**src/rtl/rgb_blink_warmboot.sv**
```systemverilog
// RGB LED blink sequencer and warm-boot arming FSM (RUN -> ARM -> BOOT).
// Optional macro WARMBOOT_PRIM_EN instantiates SB_WARMBOOT driven by the WB_* outputs.
module rgb_blink_warmboot #(
    parameter int         LOG2DELAY  = 22,
    parameter int         NUM_BLINKS = 16,
    parameter int         BLINK_W    = 8,
    parameter int         AUTO_BOOT  = 1,
    parameter logic [1:0] BOOT_IMAGE = 2'b11,
    parameter bit         LED_INV    = 1'b0
) (
    input  logic               CLK,
    input  logic               RST,
    input  logic [1:0]         MODE,
    input  logic               BOOT_REQ,
    input  logic [1:0]         IMAGE_SEL,
    output logic               LED_R,
    output logic               LED_G,
    output logic               LED_B,
    output logic               WB_BOOT,
    output logic               WB_S1,
    output logic               WB_S0,
    output logic [BLINK_W-1:0] BLINK_COUNT
);

    typedef enum logic [1:0] {
        S_RUN  = 2'd0,
        S_ARM  = 2'd1,
        S_BOOT = 2'd2
    } state_t;

    state_t               state_q, state_d;
    logic [LOG2DELAY-1:0] presc_q, presc_d;
    logic                 phase_q, phase_d;
    logic [2:0]           rot_q, rot_d;
    logic [BLINK_W-1:0]   cnt_q, cnt_d;
    logic [1:0]           img_q, img_d;
    logic                 boot_q, boot_d;
    logic [2:0]           led_q, led_d;
    logic                 tick;

    assign tick = (presc_q == {LOG2DELAY{1'b1}});

    always_comb begin
        presc_d = presc_q + LOG2DELAY'(1);
        state_d = state_q;
        phase_d = phase_q;
        rot_d   = rot_q;
        cnt_d   = cnt_q;
        img_d   = img_q;
        led_d   = 3'b000;

        case (state_q)
            S_RUN: begin
                if (tick) begin
                    phase_d = ~phase_q;
                    rot_d   = {rot_q[0], rot_q[2:1]};
                    cnt_d   = (cnt_q == {BLINK_W{1'b1}}) ? cnt_q : cnt_q + BLINK_W'(1);
                end
                // An explicit request outranks an auto-boot landing on the same tick.
                if (BOOT_REQ) begin
                    state_d = S_ARM;
                    img_d   = IMAGE_SEL;
                end else if ((AUTO_BOOT != 0) && tick && (cnt_d == BLINK_W'(NUM_BLINKS))) begin
                    state_d = S_ARM;
                    img_d   = BOOT_IMAGE;
                end
            end
            S_ARM: begin
                if (tick) begin
                    state_d = S_BOOT;
                end
            end
            S_BOOT: begin
                state_d = S_BOOT;
            end
            default: begin
                state_d = S_RUN;
            end
        endcase

        // LEDs are computed from next-state so tick and MODE effects land one cycle later.
        case (state_d)
            S_RUN: begin
                case (MODE)
                    2'd0:    led_d = {phase_d, 2'b00};
                    2'd1:    led_d = rot_d;
                    2'd2:    led_d = {3{phase_d}};
                    default: led_d = 3'b000;
                endcase
            end
            S_ARM:   led_d = 3'b111;
            default: led_d = 3'b000;
        endcase

        boot_d = (state_d == S_BOOT);
    end

    always_ff @(posedge CLK) begin
        if (RST) begin
            state_q <= S_RUN;
            presc_q <= '0;
            phase_q <= 1'b0;
            rot_q   <= 3'b100;
            cnt_q   <= '0;
            img_q   <= 2'b00;
            boot_q  <= 1'b0;
            led_q   <= {3{LED_INV}};
        end else begin
            state_q <= state_d;
            presc_q <= presc_d;
            phase_q <= phase_d;
            rot_q   <= rot_d;
            cnt_q   <= cnt_d;
            img_q   <= img_d;
            boot_q  <= boot_d;
            led_q   <= led_d ^ {3{LED_INV}};
        end
    end

    assign {LED_R, LED_G, LED_B} = led_q;
    assign WB_BOOT     = boot_q;
    assign WB_S1       = img_q[1];
    assign WB_S0       = img_q[0];
    assign BLINK_COUNT = cnt_q;

`ifdef WARMBOOT_PRIM_EN
    SB_WARMBOOT u_warmboot (
        .BOOT (boot_q),
        .S1   (img_q[1]),
        .S0   (img_q[0])
    );
`else
    // Integrator wires WB_BOOT/WB_S1/WB_S0 to the warm-boot primitive.
`endif

endmodule

```
**config.mk**
```make
export PLATFORM = sky130hd
export DESIGN_NAME = rgb_blink_warmboot
export DESIGN_NICKNAME = d
export VERILOG_FILES = /design/src/rtl/rgb_blink_warmboot.sv
export SDC_FILE = /design/constraint.sdc
export NUM_CORES = 1
export LEC_CHECK = 0
export BUFFER_PORTS_ARGS = -buffer_cell sky130_fd_sc_hd__clkbuf_2
export CAP_MARGIN = 20
export CORE_MARGIN = 5
export CORE_UTILIZATION = 50
export CTS_CLUSTER_DIAMETER = 40
export DETAILED_ROUTE_END_ITERATION = 7
export GPL_ROUTABILITY_DRIVEN = 0
export GPL_TIMING_DRIVEN = 0
export PLACE_DENSITY = 0.81
export SYNTH_ARGS = -nofsm -noshare
export SYNTH_HDL_FRONTEND = slang
export SYNTH_SLANG_ARGS = --single-unit
export TNS_END_PERCENT = 20
```
**constraint.sdc**
```tcl
create_clock -name CLK -period 2.9 [get_ports CLK]
set_input_delay 0.29 -clock CLK [delete_from_list [all_inputs] [get_ports CLK]]
set_output_delay 0.29 -clock CLK [all_outputs]
set_load 0.01 [all_outputs]
```
After elaboration in Yosys (flattened, before gate mapping). Index checks and enable logic that the tools add are counted.

Output and inout port bits: 14. Word-level logic and storage cells: 41. Register bits after elaboration: 42. Bits of input ports: 7.

Add/sub/neg operators: 2. Bitwise logic cells: 1. Reduce and logical (&&, ||, !) cells: 6. Eq/ne operators: 9. Mux-type cells: 15.

Operator list (count): $mux W8 (3); $add A22 B1 Y22 const B (1); $eq A22 B22 Y1 const B (1); $mux W2 (5); $pmux W3 S3 (1); $add A8 B1 Y8 const B (1); $eq A8 B5 Y1 const B (1); $eq A8 B8 Y1 const B (1); $eq A2 B1 Y1 const B (3); $eq A2 B2 Y1 const B (3); $logic_not A2 Y1 (3); $mux W3 (2); $pmux W2 S3 (1); $pmux W3 S2 (1); $mux W1 (2); $reduce_and A2 Y1 (1); $reduce_bool A2 Y1 (1); $logic_and A1 B1 Y1 (1); $not A1 Y1 (1).

Depth between registers and ports, before layout.
Word-level depth: 11. Gate-level depth with buffers: 8. Mapped depth without buffers: 7.

Worst setup path after synthesis. Ideal clock, no wire load.

Path kind: register to register. Start point: register cnt_q[0] (netlist: BLINK_COUNT[0]). End point: register led_q[2]. Arrival time: 2.082 ns. Setup time: 0.074 ns. Cell stages (with the launch flop): 7. Path buffers: 0. Path slack: 0.744 ns. Cells stage by stage: dfxtp_1 -> ha_1 -> and4_1 -> mux2_1 -> or4_4 -> o211a_1 -> a31oi_1.

Cells in the longest elaborated chain, start to end: 11. Elaborated cells on any way between the ends: 13. Classes of those cells: add/sub: 1; eq/ne: 3; mux: 7; reduce/logical: 2.

RTL lines: start, declared (line 35) `logic [BLINK_W-1:0] cnt_q, cnt_d;`; start signal, assigned (line 113) `cnt_q <= cnt_d;`; $add A8 B1 Y8 or $eq A8 B8 Y1 (tied branches) (line 57) `cnt_d = (cnt_q == {BLINK_W{1'b1}}) ? cnt_q : cnt_q + BLINK_W'(1);`; $mux W8 (line 57); $mux W8 * (line 54) `if (tick) begin`; $mux W8 * (line 52) `case (state_q)`; $eq A8 B5 Y1 * (line 63) `end else if ((AUTO_BOOT != 0) && tick && (cnt_d == BLINK_W'(NUM_BLINKS))) begin`; $logic_and A1 B1 Y1 * (line 63); $mux W2 * (line 63); $mux W2 * (line 60) `if (BOOT_REQ) begin`; $pmux W2 S3 * (line 52); $eq A2 B1 Y1 or $logic_not A2 Y1 (tied branches) (line 82) `case (state_d)`; $pmux W3 S2 * (line 82); end signal, assigned (line 107) `led_q <= {3{LED_INV}};`; end signal, assigned (line 116) `led_q <= led_d ^ {3{LED_INV}};`; end, declared (line 38) `logic [2:0] led_q, led_d;`.

Every way passes the cells marked *; elsewhere a longest branch is shown, timed or not. The select of a mux whose other input is x is not followed. A chain may end at the register's enable or synchronous reset.

Worst setup path in the final report. Ends and elaborated chain as after synthesis.

==> qor.txt <==
Largest driver fanout on the critical path = 8
TritonCTS Sinks = 42
Top-level port count = 21
Die extent in y = 71.9 microns
Non-filler instance count after layout = 289
Standard-cell row count = 22
Number of enable flip-flop cells after synthesis = 0
Via count = 1535
Starting density of the core = 0.520
Count of final hold-check violations = 0
Main combinational cell family by area after synthesis = simple AND/OR/NAND/NOR gates
Antenna fix cells = 0
Post-route fraction of the period consumed by the critical path = 0.793
Slew of the pin with the lowest slew margin = 0.512 ns
Critical setup path kind = reg -> reg
# port buffers = 20
Share of the yosys chip area belonging to registers = 0.439
Share of synthesized registers carrying an async set or reset = 0
Summed instance area of the synthesized netlist = 1920 sq um
Number of levels in the clock H-tree = 2
Data required time of the worst path = 3.13 ns
Post-synthesis net count = 223
Seq. cell area = 841 sq um
FILL cells = 351
Area enclosed by the die boundary = 5170 sq um
Max-slew headroom = 0.658
Sw power = 0.228 mW
Area of combinational cells with multiple inputs = 1020 sq um
TritonRoute pass-1 iters = 4
Top area cells in the synthesized netlist = dfxtp_1 44%, nor2_1 7.2%, xnor2_1 5.0%
Data arrival time of the critical path = 2.53 ns
Final period demand of the worst path = 2.30 ns
Distinct cell type count of the synthesized netlist = 44
Latest clock arrival within the worst-skew pair = 0.29 ns
Post-Synthesis Mean Instance Area = 8.96 sq um
Startpoint class of the critical path = flip-flop
Number of global-route vias before repair = 1461
Aggregate global-route resource usage = 0.156
Maximum clock insertion buffer count = 2
Max-capacitance violation count = 0
Xor/xnor share of the synthesized area = 0.0907
Internal = 0.771 mW
Clock tree from TritonCTS = done
IR Drop Worst-Case VDD = 0.337 mV
# DRC = 0
DR WL/cell = 12.4 microns
Post-CTS repair timing setup buffer count = 0
Comb pwr share = 0.047
Proportion of synthesized area in mux cells = 0.0372
Area fraction of the dominant cell type after synthesis = 0.439
Vias per cell = 5.31
Post-DRT Antenna Nets = 0
Critical Path End Type = flip-flop
Fraction of the mapped netlist area in compound gates = 0.0855
Count of yosys warnings during synthesis = 0
Synthesized flop and latch total = 42
Final net count = 250
Slew Limit Fails = 0
Root buffer selected by CTS = clkbuf_8
Post-DP HPWL = 2550 microns
Most instantiated cells after synthesis = 42 x dfxtp_1, 37 x nor2_1, 13 x nand2_1
Leakage power = 0.834 nW
Layout overhead on the synthesized area = 12.7%
Switching share of power = 0.228
Primary flip-flop cell chosen by synthesis mapping = dfxtp_1
Final wirelength = 3570 microns
Top-count cell post-synth = dfxtp_1
Clock network fraction of design power = 0.357
Run status = finished, final reports clean
Highest clock frequency the design can meet = 0.435 GHz
Setup violators final = 0
Clock Skews = 0.00596 ns
Clk slew on worst S/H paths = 0.08 ns
Power density over the cells = 462 nW/um^2
Number of placed instances with taps included = 282
Sum of negative setup slack = 0 ns
Antenna violations before repair = 0
Violation count after the first detailed-route iteration = 120
Type of the most critical hold path = in -> reg
Syn Inst Count = 214
Congestion Overflow GR = 0
Chip Width = 71.9 microns
Post-synth top area cell = dfxtp_1
Number of buffers created by CTS = 5
Hold-fix buffer count after cts = 0
Share of final-layout standard cells stronger than drive strength 1 = 0.174
Total Power Consumption = 0.999 mW
Core Area = 3690 sq um
Area fraction in and, or, nand and nor cells after synthesis = 0.304
Adder-cell share of the synthesized area = 0.0131
Largest net degree at the start of global routing = 14
RSZ-0062 raised after global routing = false
# resized after CTS = 0
Proportion of power drawn by flip-flops and latches = 0.596
Wire length of the first global-routing pass = 6400 microns
-- state kept, by name (all words and copies together), names as in the netlist --
name,cells
rot_q,3
BLINK_COUNT,8
state_q,2
presc_q,22
img_q,2
led_q,3
WB_BOOT,1
phase_q,1
-- path summary, 6_finish.rpt --
check | from | end | slack, ns | depth (start not counted)
hold reg to reg | presc_q[0]$_SDFF_PP0_ | presc_q[0]$_SDFF_PP0_ | 0.47 | 1
setup reg to reg | BLINK_COUNT[0]$_SDFFE_PP0N_ | led_q[2]$_SDFF_PP0_ | 0.60 | 6
setup / recovery | BLINK_COUNT[0]$_SDFFE_PP0N_ | led_q[2]$_SDFF_PP0_ | 0.60 | 6
hold / removal | MODE[0] | led_q[2]$_SDFF_PP0_ | 0.29 | 4
-- placed cells by master, fill, tap and decap left out, types with 3 or more instances in the layout --
| cell | instances |
|---|---|
| nand3_1 | 10 |
| nand2b_1 | 7 |
| xnor2_1 | 11 |
| a21oi_1 | 10 |
| o21a_1 | 3 |
| and2_1 | 3 |
| or3_1 | 4 |
| inv_1 | 4 |
| and3_1 | 7 |
| nand4_1 | 5 |
| clkbuf_1 | 3 |
| nand2_1 | 13 |
| clkbuf_2 | 20 |
| mux2i_1 | 6 |
| dfxtp_1 | 42 |
| o21ai_0 | 4 |
| xor2_1 | 7 |
| a31oi_1 | 3 |
| nor2b_1 | 3 |
| clkbuf_8 | 5 |
| nor2_1 | 37 |
-- kinds of logic after synthesis --
| family | Yosys count |
|---|---|
| compound gates | 26 |
| xor+xnor | 19 |
| fa+ha+maj | 2 |
| buf+inv | 12 |
| flops | 42 |
| mux | 7 |
| simple gates | 106 |
-- critical path: stages (launching register included) --
cell and delay, ns:
dfxtp_1 0.41, ha_1 0.33, and4_1 0.29, mux2_1 0.33
or4_4 0.54, o211a_1 0.17, a31oi_1 0.16
-- through the flow --
stage                     setup slack [ns]  hold WS (ns)  utilization  instance area (sq um)
after global placement               0.640         0.445        0.563                   2080
after detailed placement             0.640         0.450        0.563                   2080
after floorplan                      0.744         0.426            -                   1920
after CTS                            0.617         0.273        0.586                   2160
after global routing                 0.478         0.296        0.586                   2160
final                                0.601         0.289        0.586                   2160
-- power by group through the flow --
stage | clock network [mW] | registers [mW] | logic (mW)
5_1_grt | 0.391 | 0.597 | 0.0531
3_3_place_gp | 0 | 0.608 | 0.0464
6_report | 0.357 | 0.595 | 0.0467
2_1_floorplan | 0 | 0.610 | 0.0262
3_5_place_dp | 0 | 0.608 | 0.0472
4_1_cts | 0.370 | 0.595 | 0.0474
-- cell type report --
cell class,count,share of cell area
flip-flops and latches,42,0.389
repair buffers,20,0.0463
clock buffers,5,0.0318
multi-input cells,160,0.471
well taps,48,0.0278
clock inverters,2,0.00695
inverters,4,0.00695
plain buffers,8,0.0203
-- per-layer routing --
metal / share of wire / up-vias / global-route usage
met1: 0.47 / 706 / 0.203
met4: 0.018 / 0 / 0.0814
met5: 0 / - / 0
met3: 0.047 / 6 / 0.0291
met2: 0.47 / 27 / 0.245
li1: - / 796 / -
(Power assumes the default switching activity.)
